<file path="config.mk">
export PLATFORM = sky130hd
export DESIGN_NAME = pi_loop_sequencer
export DESIGN_NICKNAME = d
export VERILOG_FILES = /design/src/rtl/pi_loop_sequencer.sv
export SDC_FILE = /design/constraint.sdc
export NUM_CORES = 1
export LEC_CHECK = 0
export ABC_AREA = 1
export CORE_UTILIZATION = 64
export CTS_BUF_LIST = sky130_fd_sc_hd__clkbuf_8
export CTS_CLUSTER_SIZE = 28
export DETAILED_ROUTE_END_ITERATION = 10
export GPL_TIMING_DRIVEN = 0
export HOLD_SLACK_MARGIN = 0.08
export PLACE_DENSITY_LB_ADDON = 0.08
export SYNTH_ARGS = -nofsm -noshare
export SYNTH_HDL_FRONTEND = slang
export SYNTH_SLANG_ARGS = --single-unit
</file>
<file path="constraint.sdc">
create_clock -name clk -period 10.6 [get_ports clk]
set_clock_uncertainty 0.05 [all_clocks]
set_input_delay 2.65 -clock clk [delete_from_list [all_inputs] [get_ports clk]]
set_output_delay 2.65 -clock clk [all_outputs]
set_load 0.01 [all_outputs]
</file>
<file path="src/rtl/pi_loop_sequencer.sv">
// Bang-bang PI loop-filter sequencer with ACQ/TRACK gear shifting and a saturated DCO word.
// Optional freeze feature (hold port, HOLD state) is enabled by defining PI_LOOP_FREEZE_EN.
module pi_loop_sequencer #(
    parameter int W         = 20,
    parameter int KI_SH_ACQ = 4,
    parameter int KI_SH_TRK = 1,
    parameter int KP_SH_ACQ = 8,
    parameter int KP_SH_TRK = 5,
    parameter int LOCK_WIN  = 16,
    parameter int LOCK_THR  = 12,
    parameter int RUN_MAX   = 8
) (
    input  logic                clk,
    input  logic                rst,
    input  logic                en,
    input  logic                x,
    input  logic                x_valid,
`ifdef PI_LOOP_FREEZE_EN
    input  logic                hold,
`endif
    output logic signed [W-1:0] integ,
    output logic signed [W-1:0] ctrl_word,
    output logic                ctrl_valid,
    output logic [1:0]          mode,
    output logic                locked
);

    localparam logic [1:0] S_IDLE  = 2'd0;
    localparam logic [1:0] S_ACQ   = 2'd1;
    localparam logic [1:0] S_TRACK = 2'd2;
    localparam logic [1:0] S_HOLD  = 2'd3;

    localparam int WW = $clog2(LOCK_WIN + 1);
    localparam int RW = $clog2(RUN_MAX + 1);

    localparam logic signed [W+1:0] ONE    = {{(W+1){1'b0}}, 1'b1};
    localparam logic signed [W+1:0] KI_ACQ = ONE <<< KI_SH_ACQ;
    localparam logic signed [W+1:0] KI_TRK = ONE <<< KI_SH_TRK;
    localparam logic signed [W+1:0] KP_ACQ = ONE <<< KP_SH_ACQ;
    localparam logic signed [W+1:0] KP_TRK = ONE <<< KP_SH_TRK;
    localparam logic signed [W+1:0] MAX_V  = {3'b000, {(W-1){1'b1}}};
    localparam logic signed [W+1:0] MIN_V  = {3'b111, {(W-1){1'b0}}};

    logic [WW-1:0] win_cnt, win_inc, tog_cnt, tog_inc;
    logic [RW-1:0] run_cnt, run_inc;
    logic          prev_x, have_prev, toggle;
`ifdef PI_LOOP_FREEZE_EN
    logic [1:0]    ret_mode;
`endif

    logic signed [W+1:0] ki_step, kp_step, integ_sum, ctrl_sum;
    logic signed [W-1:0] integ_sat, ctrl_sat;

    function automatic logic signed [W-1:0] sat(input logic signed [W+1:0] v);
        if (v > MAX_V)      return MAX_V[W-1:0];
        else if (v < MIN_V) return MIN_V[W-1:0];
        else                return v[W-1:0];
    endfunction

    // NOTE: every signal written here gets a value on every path, so no latch is inferred.
    always_comb begin
        ki_step   = (mode == S_TRACK) ? KI_TRK : KI_ACQ;
        kp_step   = (mode == S_TRACK) ? KP_TRK : KP_ACQ;
        integ_sum = $signed({{2{integ[W-1]}}, integ}) + (x ? ki_step : -ki_step);
        integ_sat = sat(integ_sum);
        ctrl_sum  = $signed({{2{integ_sat[W-1]}}, integ_sat}) + (x ? kp_step : -kp_step);
        ctrl_sat  = sat(ctrl_sum);
        toggle    = have_prev && (x != prev_x);
        win_inc   = win_cnt + 1'b1;
        tog_inc   = tog_cnt + WW'(toggle);
        run_inc   = (have_prev && (x == prev_x)) ? run_cnt + 1'b1 : RW'(1);
    end

    // NOTE: state uses non-blocking assignments so every register samples pre-edge values.
    always_ff @(posedge clk or negedge rst) begin
        if (!rst) begin
            integ      <= '0;
            ctrl_word  <= '0;
            ctrl_valid <= 1'b0;
            mode       <= S_IDLE;
            locked     <= 1'b0;
            win_cnt    <= '0;
            tog_cnt    <= '0;
            run_cnt    <= '0;
            prev_x     <= 1'b0;
            have_prev  <= 1'b0;
`ifdef PI_LOOP_FREEZE_EN
            ret_mode   <= S_IDLE;
`endif
        end else begin
            ctrl_valid <= 1'b0;
            if (!en) begin
                mode      <= S_IDLE;
                locked    <= 1'b0;
                win_cnt   <= '0;
                tog_cnt   <= '0;
                run_cnt   <= '0;
                have_prev <= 1'b0;
            end else begin
                case (mode)
                    S_IDLE: mode <= S_ACQ;
                    S_ACQ, S_TRACK: begin
`ifdef PI_LOOP_FREEZE_EN
                        if (hold) begin
                            ret_mode <= mode;
                            mode     <= S_HOLD;
                        end else
`endif
                        if (x_valid) begin
                            integ      <= integ_sat;
                            ctrl_word  <= ctrl_sat;
                            ctrl_valid <= 1'b1;
                            prev_x     <= x;
                            have_prev  <= 1'b1;
                            if (mode == S_ACQ) begin
                                if (win_inc == WW'(LOCK_WIN)) begin
                                    win_cnt <= '0;
                                    tog_cnt <= '0;
                                    if (tog_inc >= WW'(LOCK_THR)) begin
                                        mode   <= S_TRACK;
                                        locked <= 1'b1;
                                    end
                                end else begin
                                    win_cnt <= win_inc;
                                    tog_cnt <= tog_inc;
                                end
                            end else if (run_inc == RW'(RUN_MAX)) begin
                                // Re-entering ACQ: the next sample has no predecessor.
                                mode      <= S_ACQ;
                                locked    <= 1'b0;
                                win_cnt   <= '0;
                                tog_cnt   <= '0;
                                run_cnt   <= '0;
                                have_prev <= 1'b0;
                            end else begin
                                run_cnt <= run_inc;
                            end
                        end
                    end
                    default: begin
`ifdef PI_LOOP_FREEZE_EN
                        if (!hold) mode <= ret_mode;
`else
                        mode <= S_IDLE;
`endif
                    end
                endcase
            end
        end
    end

endmodule
</file>
==> key figures <==
Timing
  – Unrepaired setup endpoints after global routing: no
  – Max-slew violation count: 0
  – Final period util: 0.7254
  – Final setup vio count: 0
  – Final worst setup slack: 2911 ps
  – Setup tns final: 0 ps
  – Minimum clock period: 7689 ps
  – Slew Limit Headroom: 0.5599
  – Final hold slack: 441.8 ps
  – Tightest Pin Transition: 657.7 ps
  – Final Hold Viols: 0
  – Maximum clock rate: between 100 and 150 MHz

Synth
  – Synth Cell Area: 0.004835 mm2
  – Mapped Cells: 677
  – Seq/Total Area, Yosys: 0.3106
  – Adder-cell share of the synthesized area: 0.1077
  – Area share of the largest cell type after synthesis: 0.3106
  – Leading area contributor after synthesis: dfrtp_1
  – Yosys reg bits: 60
  – Simple-Gate Fraction of Synth Area: 0.3072
  – Compound-Gate Fraction of Synth Area: 0.1418
  – XOR/XNOR Fraction of Synth Area: 0.06004
  – Synth area leaders: dfrtp_1 (31%), nand2_1 (15%), ha_1 (10%)
  – Yosys cell types: 46
  – YS warnings: 0
  – Avg Inst Size Synth: 7.141 um2
  – Largest family of logic cells by synthesized area: simple AND/OR/NAND/NOR gates
  – Mux cell area share after synthesis: 0
  – Synth Net Count: 723

Critical path
  – Crit-path max cell delay: 520 ps
  – Worst Path Arrival: slightly below 8000 ps
  – CP Max Fanout: 31
  – Worst r2r src: mode[0]
  – WS Path Type: input port to register
  – R2R Setup Slk: 5330 ps
  – CP bufs+invs: 8
  – Top cell by count, worst path: nand2_1
  – Crit path launch: x
  – Startpoint Class: input port
  – Slowest-stage cell, CP: inv_2
  – Worst setup EP type: register
  – Worst reg2reg path endpoint: ctrl_word[16]
  – CP delay by family, top: simple AND/OR/NAND/NOR gates
  – Worst Path Required: approximately 11000 ps
  – R2R cell count: 35

Floorplan
  – Width of the die: just under 90 um
  – Initial core utilization: 0.6630
  – Core area: ~0.0073 mm2
  – Rows: 31
  – Die height: 88.92 um
  – IO Pins: 49
  – Die Area: 0.007906 mm2

Cells and area
  – P&R area growth vs syn: 16.93%
  – Fraction of layout cells with a size suffix above 1: 0.08760
  – Non-Filler Instances: 841
  – Fillers: 555
  – Diodes inserted: 0
  – Commonest cells after routing, fill and taps aside: nand2_1 (198), inv_1 (66), nor2_1 (65), dfrtp_1 (60), a21oi_1 (54)
  – Nets: roughly 780
  – Commonest non-fill, non-tap cell in the layout: nand2_1

Global route
  – Grt ovf: 0
  – Vias in the first global route: 4332
  – Global-route met1 utilization: 0.4429
  – Met3 Usage GRT: 0.07941
  – First-pass GRT wire length: 20570 um
  – Initial antenna violation count: 0
  – Largest net degree at the start of global routing: 43
  – M2 GR Usage: 0.5545
  – Gr busiest metal: met2
  – Total GRT Usage: 0.3472

Clocking
  – Cts repair resizes: 0
  – Post-CTS Setup Inserts: 0
  – CTS Sinks: 60
  – Clk pin slew, worst setup/hold paths: 80 ps
  – CTS buffer count: 9
  – H-tree depth: 3
  – Later-pin clock latency in the skew report: 350 ps
  – Root Driver: clkbuf_8
  – Post-CTS Hold Buffers: 0
  – Clock buffer depth: 2
  – CTS tree: yes

Detailed routing
  – Number of vias per cell: 5.625
  – Vias: 4731
  – Residual DRC: 0
  – First drt pass iteration count: 5
  – Routed Antenna Nets: 0
  – Total wire length: 12580 um
  – Wirelength per Cell: 14.95 um
  – DR iter-0 viols: 333

Place
  – GPL Wtd Cong: 0.9693
  – Pre-CTS setup slack: around 2600 ps
  – Cells after DPL: 825
  – Number of port buffers: 48
  – HPWL Detailed: 9603 um

Min path
  – Hold Path Class: register to register
  – Hold Startpoint: ctrl_word[19]
  – Hold Path Cell Cnt: 2
  – Hold EP: ctrl_word[19]

Job
  – Max Cap Viol: 0

Outcome
  – Status: complete, no violations
## synthesized netlist by cell type (all sizes together)
cell type    n
nor4         2
inv         72
nand4        8
o41ai        1
nand2      210
o21ai       42
o31ai        3
and2         1
fa           1
clkinv       1
nand3b       2
nand3       41
dfrtp       60
a31oi        9
or2          3
o2111ai      1
a211oi       1
a21boi       2
a21o         1
o21bai       5
clkbuf       5
buf          7
a21oi       54
xor2        20
xnor2       11
ha          40
o21a         1
nor3         5
nor2        68
## final cells by class
cell class	instances	area, um2	area share
multi-input cells	532	2982	0.5274
flip-flops and latches	60	1501	0.2656
repair buffers	49	495.5	0.08765
inverters	73	276.5	0.04892
clock buffers	9	123.9	0.02191
well taps	99	123.9	0.02191
clock inverters	7	75.07	0.01328
plain buffers	12	75.07	0.01328
## worst reg2reg max path: cells and delay by family (launching register included)
family          cells  cell delay [ps]
compound gates      3              550
fa+ha+maj           4             1160
xor+xnor            1              200
simple gates       20             2120
buf+inv             7              670
flops               1              430
## how the worst max path moves through the flow
stage,endpoint,depth (start not counted),slack [ps]
after global routing,ctrl_word[16],32,2480
after detailed placement,ctrl_word[16],35,2650
after global placement,ctrl_word[16],35,2750
final,ctrl_word[16],35,2910
after floorplan,ctrl_word[10],33,4120
after CTS,ctrl_word[16],35,2970
## kinds of logic (layout without fill, tap and decap cells)
group	Yosys count	count (layout)
XOR/XNOR	31	31
buffers and inverters	85	150
AND/OR/NAND/NOR	340	340
AO/OA/AOI/OAI	120	120
adder cells (fa/ha/maj)	41	41
flip-flops	60	60
## per-stage QoR
step,cell area (um2),utilization
finish,5653,0.7752
global route,5653,0.7752
CTS,5653,0.7752
detailed placement,5454,0.7479
global placement,5439,0.7459
floorplan,4835,-
## flip-flops by register name (all words and copies together) (netlist names)
register and flops:
tog_cnt 5, prev_x 1, run_cnt 4, ctrl_word 20, integ 20, locked 1, mode 2, ctrl_valid 1
win_cnt 5, have_prev 1
## per-layer routing
layer  part of all wire  vias up
li1                   -     2336
met1               0.44     2188
met3              0.062       39
met4              0.040        0
met2               0.46      168
met5                  0        -
Power is not shown: default switching activity piles up to over one toggle a cycle in this logic, so the estimate is an artifact.
